**config.mk**
```make
export PLATFORM = sky130hd
export DESIGN_NAME = uart_pkt_sched
export DESIGN_NICKNAME = d
export VERILOG_FILES = /design/src/rtl/uart_pkt_pkg.sv /design/src/rtl/uart_pkt_sched.sv
export SDC_FILE = /design/constraint.sdc
export NUM_CORES = 1
export LEC_CHECK = 0
export BUFFER_PORTS_ARGS = -buffer_cell sky130_fd_sc_hd__buf_4
export CORE_MARGIN = 3
export CORE_UTILIZATION = 30
export CTS_BUF_LIST = sky130_fd_sc_hd__clkbuf_8
export DETAILED_ROUTE_END_ITERATION = 8
export PLACE_DENSITY = 0.57
export SYNTH_ARGS = -nofsm -noshare
export SYNTH_HDL_FRONTEND = slang
export SYNTH_SLANG_ARGS = --single-unit
export TNS_END_PERCENT = 50
```
**constraint.sdc**
```tcl
create_clock -name clk_i -period 4.2 [get_ports clk_i]
set_clock_uncertainty 0.1 [all_clocks]
set_input_delay 0.42 -clock clk_i [delete_from_list [all_inputs] [get_ports clk_i]]
set_output_delay 0.42 -clock clk_i [all_outputs]
set_load 0.02 [all_outputs]
```
**src/rtl/uart_pkt_pkg.sv**
```systemverilog
// Shared constants and FSM state type for the IMU packet scheduler.
package uart_pkt_pkg;

    localparam logic [7:0]  SYNC0     = 8'hA5;
    localparam logic [7:0]  SYNC1     = 8'h5A;
    localparam int unsigned HDR_BYTES = 3;

    typedef enum logic [2:0] {
        StIdle,
        StLoad,
        StStart,
        StAck,
        StDone
    } state_e;

endpackage

```
**src/rtl/uart_pkt_sched.sv**
```systemverilog
// Frames IMU sample words into A5 5A SEQ payload CKSUM packets and paces uart_tx
// one byte at a time, holding one pending sample and counting drops.
module uart_pkt_sched
    import uart_pkt_pkg::*;
#(
    parameter int unsigned NUM_WORDS   = 7,
    parameter int unsigned ACK_TIMEOUT = 4
) (
    input  logic                    clk_i,
    input  logic                    rst_ni,
    input  logic                    enable_i,
    input  logic                    sample_valid_i,
    input  logic [16*NUM_WORDS-1:0] sample_i,
    input  logic                    tx_busy_i,
    output logic                    tx_start_o,
    output logic [7:0]              tx_data_o,
    output logic                    pkt_busy_o,
    output logic [7:0]              seq_o,
    output logic [15:0]             drop_cnt_o
);

    localparam int unsigned SampleW  = 16 * NUM_WORDS;
    localparam int unsigned NumBytes = HDR_BYTES + 2 * NUM_WORDS + 1;
    localparam logic [7:0]  LastIdx  = 8'(NumBytes - 1);
    localparam logic [7:0]  SeqIdx   = 8'(HDR_BYTES - 1);
    localparam int unsigned AckW     = $clog2(ACK_TIMEOUT + 1);

    state_e             state_q;
    logic [SampleW-1:0] pend_q;
    logic               pend_full_q;
    logic [SampleW-1:0] work_q;
    logic [7:0]         idx_q;
    logic [7:0]         cksum_q;
    logic [AckW-1:0]    ack_cnt_q;
    logic               tx_start_q;
    logic [7:0]         tx_data_q;
    logic               pkt_busy_q;
    logic [7:0]         seq_q;
    logic [15:0]        drop_q;

    logic               consume;
    logic [7:0]         pay_idx;
    logic [15:0]        cur_word;
    logic [7:0]         cur_byte;

    assign consume = (state_q == StIdle) && pend_full_q;

    // Payload bytes follow the header: word (idx-3)/2, high byte on even offsets.
    always_comb begin
        pay_idx  = idx_q - 8'(HDR_BYTES);
        cur_word = '0;
        for (int k = 0; k < NUM_WORDS; k++) begin
            if (pay_idx[7:1] == 7'(k)) begin
                cur_word = work_q[16*k +: 16];
            end
        end
        if (idx_q == 8'd0) begin
            cur_byte = SYNC0;
        end else if (idx_q == 8'd1) begin
            cur_byte = SYNC1;
        end else if (idx_q == SeqIdx) begin
            cur_byte = seq_q;
        end else if (idx_q == LastIdx) begin
            cur_byte = cksum_q;
        end else begin
            cur_byte = pay_idx[0] ? cur_word[7:0] : cur_word[15:8];
        end
    end

    // A strobe landing in the same cycle IDLE empties pending refills it without a drop.
    always_ff @(posedge clk_i or negedge rst_ni) begin
        if (!rst_ni) begin
            pend_q      <= '0;
            pend_full_q <= 1'b0;
            drop_q      <= '0;
        end else if (enable_i && sample_valid_i) begin
            if (!pend_full_q || consume) begin
                pend_q      <= sample_i;
                pend_full_q <= 1'b1;
            end else if (drop_q != 16'hFFFF) begin
                drop_q <= drop_q + 16'd1;
            end
        end else if (consume) begin
            pend_full_q <= 1'b0;
        end
    end

    always_ff @(posedge clk_i or negedge rst_ni) begin
        if (!rst_ni) begin
            state_q    <= StIdle;
            work_q     <= '0;
            idx_q      <= '0;
            cksum_q    <= '0;
            ack_cnt_q  <= '0;
            tx_start_q <= 1'b0;
            tx_data_q  <= '0;
            pkt_busy_q <= 1'b0;
            seq_q      <= '0;
        end else begin
            tx_start_q <= 1'b0;
            case (state_q)
                StIdle: begin
                    if (pend_full_q) begin
                        work_q     <= pend_q;
                        idx_q      <= '0;
                        cksum_q    <= '0;
                        pkt_busy_q <= 1'b1;
                        state_q    <= StLoad;
                    end
                end
                StLoad: begin
                    tx_data_q <= cur_byte;
                    if (!tx_busy_i) begin
                        tx_start_q <= 1'b1;
                        state_q    <= StStart;
                        if (idx_q >= SeqIdx && idx_q != LastIdx) begin
                            cksum_q <= cksum_q ^ cur_byte;
                        end
                    end
                end
                StStart: begin
                    ack_cnt_q <= '0;
                    state_q   <= StAck;
                end
                StAck: begin
                    // A missing busy rise is treated as a sent byte so the line never locks up.
                    if (tx_busy_i || ack_cnt_q == AckW'(ACK_TIMEOUT - 1)) begin
                        state_q <= StDone;
                    end else begin
                        ack_cnt_q <= ack_cnt_q + 1'b1;
                    end
                end
                StDone: begin
                    if (!tx_busy_i) begin
                        if (idx_q == LastIdx) begin
                            seq_q      <= seq_q + 8'd1;
                            pkt_busy_q <= 1'b0;
                            state_q    <= StIdle;
                        end else begin
                            idx_q   <= idx_q + 8'd1;
                            state_q <= StLoad;
                        end
                    end
                end
                default: state_q <= StIdle;
            endcase
        end
    end

    assign tx_start_o = tx_start_q;
    assign tx_data_o  = tx_data_q;
    assign pkt_busy_o = pkt_busy_q;
    assign seq_o      = seq_q;
    assign drop_cnt_o = drop_q;

endmodule

```
* After elaboration in Yosys (flattened, before gate mapping)
Cells that the tools add are included.
** Word-level totals
- Bits in registers :: 281
- Latch bits :: 0
- RAM bits :: 0
- Bits in read-only memories :: 0
- Input bits :: 117
- Output and inout bits :: 34
- Word-level logic and storage cells :: 105
- Memories :: 0
** Cells by class
- Add/sub/neg operators :: 5
- $mul :: 0
- Divide/modulo/power cells :: 0
- Magnitude comparators :: 1
- Equality and inequality tests :: 25
- Shift operators :: 0
- Muxes and demuxes :: 36
- Bitwise logic cells :: 3
- Reduce and logical (&&, ||, !) cells :: 23
** Operator list (number)
- $mux 16 :: 7
- $mux 8 :: 10
- $pmux 8 s2 :: 2
- $eq 7x3->1 const B :: 3
- $add 16x1->16 const B :: 1
- $add 8x1->8 const B :: 2
- $ne 16x16->1 const B :: 1
- $ne 2x2->1 const B :: 8
- $reduce_and 4->1 :: 4
- $mux 3 :: 5
- $pmux 3 s5 :: 1
- $eq 7x2->1 const B :: 2
- $eq 3x2->1 const B :: 3
- $mux 1 :: 9
- $eq 8x1->1 const B :: 1
- $eq 8x2->1 const B :: 1
- $eq 8x5->1 const B :: 1
- $ge 8x2->1 const B :: 1
- $logic_not 8->1 :: 1
- $ne 8x5->1 const B :: 1
- $reduce_and 2->1 :: 4
- $reduce_bool 2->1 :: 4
- $sub 8x2->8 const B :: 1
- $xor 8x8->8 :: 1
- 14 further kinds :: 19

* Depth between registers and ports, before layout
- Word-level depth :: 18
- Depth in mapped cells :: 14
- Depth with buffers taken out :: 10

* Least setup slack after synthesis
No wires, ideal clock.
- Kind :: register to register
- Start point :: reg idx_q[0]
- End point :: reg cksum_q[6]
- Setup time :: 120 ps
- Arrival time :: 3185 ps
- Data required time :: 3980 ps
- Slack :: 795 ps
- Stages on the path, launching flop included :: 13
- Path buffers :: 3
- Clock period less this slack :: 3405 ps
- Path through :: dfrtp_1 buf_2 inv_1 clkbuf_1 ha_1 clkbuf_1 clkinv_1 nand2_1 nor4_4 a2111o_1 a31oi_1 or4b_1 and3_1
** On the way
- Cells in the longest elaborated chain, start to end :: 18
- Elaborated cells between the ends (all ways) :: 33
- Those cells by class :: 1 x add/sub; 1 x order compare; 11 x eq/ne; 15 x mux; 1 x bitwise; 4 x reduce/logical
** Ends and longest elaborated chain
- start, declared :: RTL line uart_pkt_sched.sv:32 : logic [7:0] idx_q;
- start signal, assigned :: RTL line uart_pkt_sched.sv:140 : idx_q <= idx_q + 8'd1;
- $sub 8x2->8 :: RTL line uart_pkt_sched.sv:50 : pay_idx = idx_q - 8'(HDR_BYTES);
- $logic_not 7->1 :: RTL line uart_pkt_sched.sv:53 : if (pay_idx[7:1] == 7'(k)) begin
- $mux 16 (7 in a row) :: RTL line uart_pkt_sched.sv:53
- $mux 8 :: RTL line uart_pkt_sched.sv:66 : cur_byte = pay_idx[0] ? cur_word[7:0] : cur_word[15:8];
- $mux 8 :: RTL line uart_pkt_sched.sv:63 : end else if (idx_q == LastIdx) begin
- $mux 8 :: RTL line uart_pkt_sched.sv:61 : end else if (idx_q == SeqIdx) begin
- $mux 8 :: RTL line uart_pkt_sched.sv:59 : end else if (idx_q == 8'd1) begin
- $mux 8 :: RTL line uart_pkt_sched.sv:57 : if (idx_q == 8'd0) begin
- $xor 8x8->8 :: RTL line uart_pkt_sched.sv:117 : cksum_q <= cksum_q ^ cur_byte;
- $mux 8 :: RTL line uart_pkt_sched.sv:116 : if (idx_q >= SeqIdx && idx_q != LastIdx) begin
- $mux 8 :: RTL line uart_pkt_sched.sv:113 : if (!tx_busy_i) begin
- $pmux 8 s2 :: RTL line uart_pkt_sched.sv:101 : case (state_q)
- end signal, assigned :: RTL line uart_pkt_sched.sv:117
- end, declared :: RTL line uart_pkt_sched.sv:33 : logic [7:0] cksum_q;
Several ways; a longest one is shown, not always the timed one. The select of a mux whose other input is x is not followed.
A chain may end at the register's enable or synchronous reset.

* Final worst setup path
- Start point :: reg idx_q[1]
- End point :: reg cksum_q[1]
Same word-level chain as after synthesis.

==> results.toml <==
[route]
drt_iter0_drc = 624
num_vias = 10320
drc = 0
viasPerCell = 4.914
postRouteWirelength_mm = 39.40
dr.pass1.iters = 5
antenna_left = 0
wl_per_cell_um = 18.76

[outcome]
status = "completed"

[grt]
grt_use_total = 0.1770
grt_pass1_wl_mm = 62.00
grt_pass1_vias = 10630
grt_max_degree = 117
grt-ovfl-total = 0
antenna_found_initial = 0

[place]
post-place-ws_ps = 494.7
placed_cells = 1895
hpwl_mm = 27.50
postPlaceCellArea_um2 = 14600
place_congestion = 0.9439
io_buffers = 150

[yosys]
synth_edf_count = 0
yosysTopAreaCellShare = 0.5495
ys_top_cells_by_count = "nand2_1 (381), dfrtp_1 (281), mux2_2 (118)"
ys_ff_latch = 281
avgSynthCellArea_um2 = 10.27
synthCells = 1246
ys_warn_count = 0
ys.flop_type = "dfrtp_1"
synth_top_area_cell = "dfrtp_1"
yosys-top-cells-area = "dfrtp_1 (55%), nand2_1 (11%), mux2_2 (10%), clkbuf_1 (1.6%), xnor2_1 (1.4%)"
synth_nets = 1371
synthArstFlopShare = 1.000
yosysMostFrequentCell = "nand2_1"
synth_seq_area_share = 0.5495
synthDistinctLibCells = 72
syn-cell-area_um2 = 12800

[run]
cap_violations = 0

[timing]
rsz0062_at_grt = "false"
setup_viol = 0
hold_viol_final = 0
max_slew_margin = 0.3142
max_freq_mhz = 262.1
worst_slew_pin_slew_ps = 1021
fin_ws_ps = 385.0
finalCritPeriodShare = 0.9083
drv_slew = 0
tns_ps = 0
post-route-min-period_ps = 3815

[setup_path]
end_kind = "register"
startpoint = "idx_q[1]"
required_ps = 4650
r2r_start = "idx_q[1]"
crit_end = "cksum_q[1]"
crit_type = "reg2reg"
ff2ff_path_depth = 10
startpoint_type = "register"
rrSetupSlack_ps = 390
arrival_ps = 4270
r2r-end = "cksum_q[1]"
crit_fanout = 12

[layout]
nNetsFinal = 1649
multi_input_area_um2 = 5439
regArea_um2 = 7032
antennaDiodeCount = 0
drive_gt1_frac = 0.2562
fin_cells = 2100
area_delta_synth_final_pct = 31.30
n_fill_cell = 4105
final_cell_area_um2 = 16800

[cts]
cts.clk_slew.worst_paths_ps = 60
cts_tree = "yes"
root_buffer = "clkbuf_8"
numCtsBuffers = 50
clock-sinks = 281
post-cts-setup-buffer-count = 0
htreeDepth = 2
cts_buffer_depth = 3
clock_latency_ps = 610

[power]
vdd_drop_max_mv = 0.2862
p_clk_frac = 0.244
share_seq_of_total_power = 0.446
swShare = 0.3636
intPower_mw = 6.812
p_switching_mw = 3.892
power_mw = 10.70
p_comb_frac = 0.309
power.density_nw_per_um2 = 637.0
p_leak_nw = 7.803

[floorplan]
die-area_um2 = 45170
pin_count = 151
die_x_um = 212.5
fp.coreArea_um2 = 42040
die_h_um = 212.5
start_util = 0.3044
num_rows = 75

[worst_hold_path]
min_path_type = "in2reg"
==> power by group through the flow <==
stage	clock [mW]	sequential, mW	combinational [mW]
final	2.61	4.78	3.31
after global routing	2.83	4.91	3.72
after CTS	2.71	4.78	3.32
after detailed placement	0	4.81	3.22
after global placement	0	4.80	3.18
after floorplan	0	4.42	2.30
==> cell usage in the layout (no fill, tap or decap), types with 11 or more instances in the layout <==
| cell type | instances |
|---|---|
| a21oi_1 | 23 |
| a31oi_1 | 12 |
| xnor2_1 | 20 |
| nand3_1 | 25 |
| buf_4 | 176 |
| nor3_1 | 11 |
| clkbuf_8 | 62 |
| o211ai_1 | 11 |
| nand2_1 | 380 |
| o21ai_0 | 33 |
| mux2_2 | 118 |
| dlygate4sd3_1 | 116 |
| dfrtp_1 | 281 |
| inv_1 | 30 |
| a211oi_1 | 12 |
| nor2_1 | 40 |
| nand4_1 | 22 |
==> layout make-up <==
cell class / instances / area share
tap: 539 / 0.04014
clock buffer: 62 / 0.05079
clock inverter: 27 / 0.01110
multi-input combinational: 879 / 0.3237
inverter: 16 / 0.003574
timing repair buffer: 296 / 0.1522
sequential: 281 / 0.4185
==> worst min path at each step <==
stage / from / end / slack, ps / cells past startpoint
finish: enable_i / pend_q[32] / 310 / 4
global route: enable_i / pend_q[32] / 320 / 4
CTS: enable_i / pend_q[32] / 270 / 4
detailed placement: pend_q[46] / work_q[46] / 350 / 2
global placement: pend_q[37] / work_q[37] / 350 / 2
floorplan: rst_ni / ack_cnt_q[0] / 20 / 0
==> worst max-delay path, cell delays in order, from the launching register on <==
cell and delay (ps):
dfrtp_1 510, ha_1 560, xor2_2 140, buf_4 200, nor2_1 620, nand4_1 480, o221ai_1 330, a31oi_1 90
a211o_1 360, a211oi_1 250, a31o_2 130
==> what timing repair did <==
action	in CTS	in global routing
gates resized for setup	0	0
hold buffers	116	0
hold endpoints to repair	224	0
==> per-stage QoR <==
stage,hold slack [ps],utilization
after detailed placement,346.7,0.3473
after floorplan,24.41,-
after global placement,348.0,0.3473
after global routing,318.2,0.3997
after CTS,267.7,0.3997
final,308.0,0.3997
==> metal layers <==
metal / vias up / wire, um / track usage
li1: 4893 / - / -
met1: 5116 / 18520 / 0.2510
met2: 253 / 18130 / 0.2754
met3: 58 / 1709 / 0.02922
met4: 0 / 1038 / 0.06171
met5: - / 0 / 0
==> flip-flops by register name (all words and copies together) (netlist names) <==
signal       count
pkt_busy_o       1
seq_o            8
tx_start_o       1
pend_q         112
tx_data_o        8
idx_q            8
ack_cnt_q        3
cksum_q          8
state_q          3
pend_full_q      1
work_q         112
drop_cnt_o      16
==> logic make-up (layout without fill, tap and decap cells) <==
family	count (synthesis)	in the layout	share of synthesized area
simple gates	536	536	0.1836
mux	123	123	0.1077
fa+ha+maj	8	8	0.007822
xor+xnor	31	31	0.02239
buf+inv	86	401	0.02689
compound gates	181	181	0.1021
flops	281	281	0.5495
Note: power is estimated with default switching activity, not from simulation.
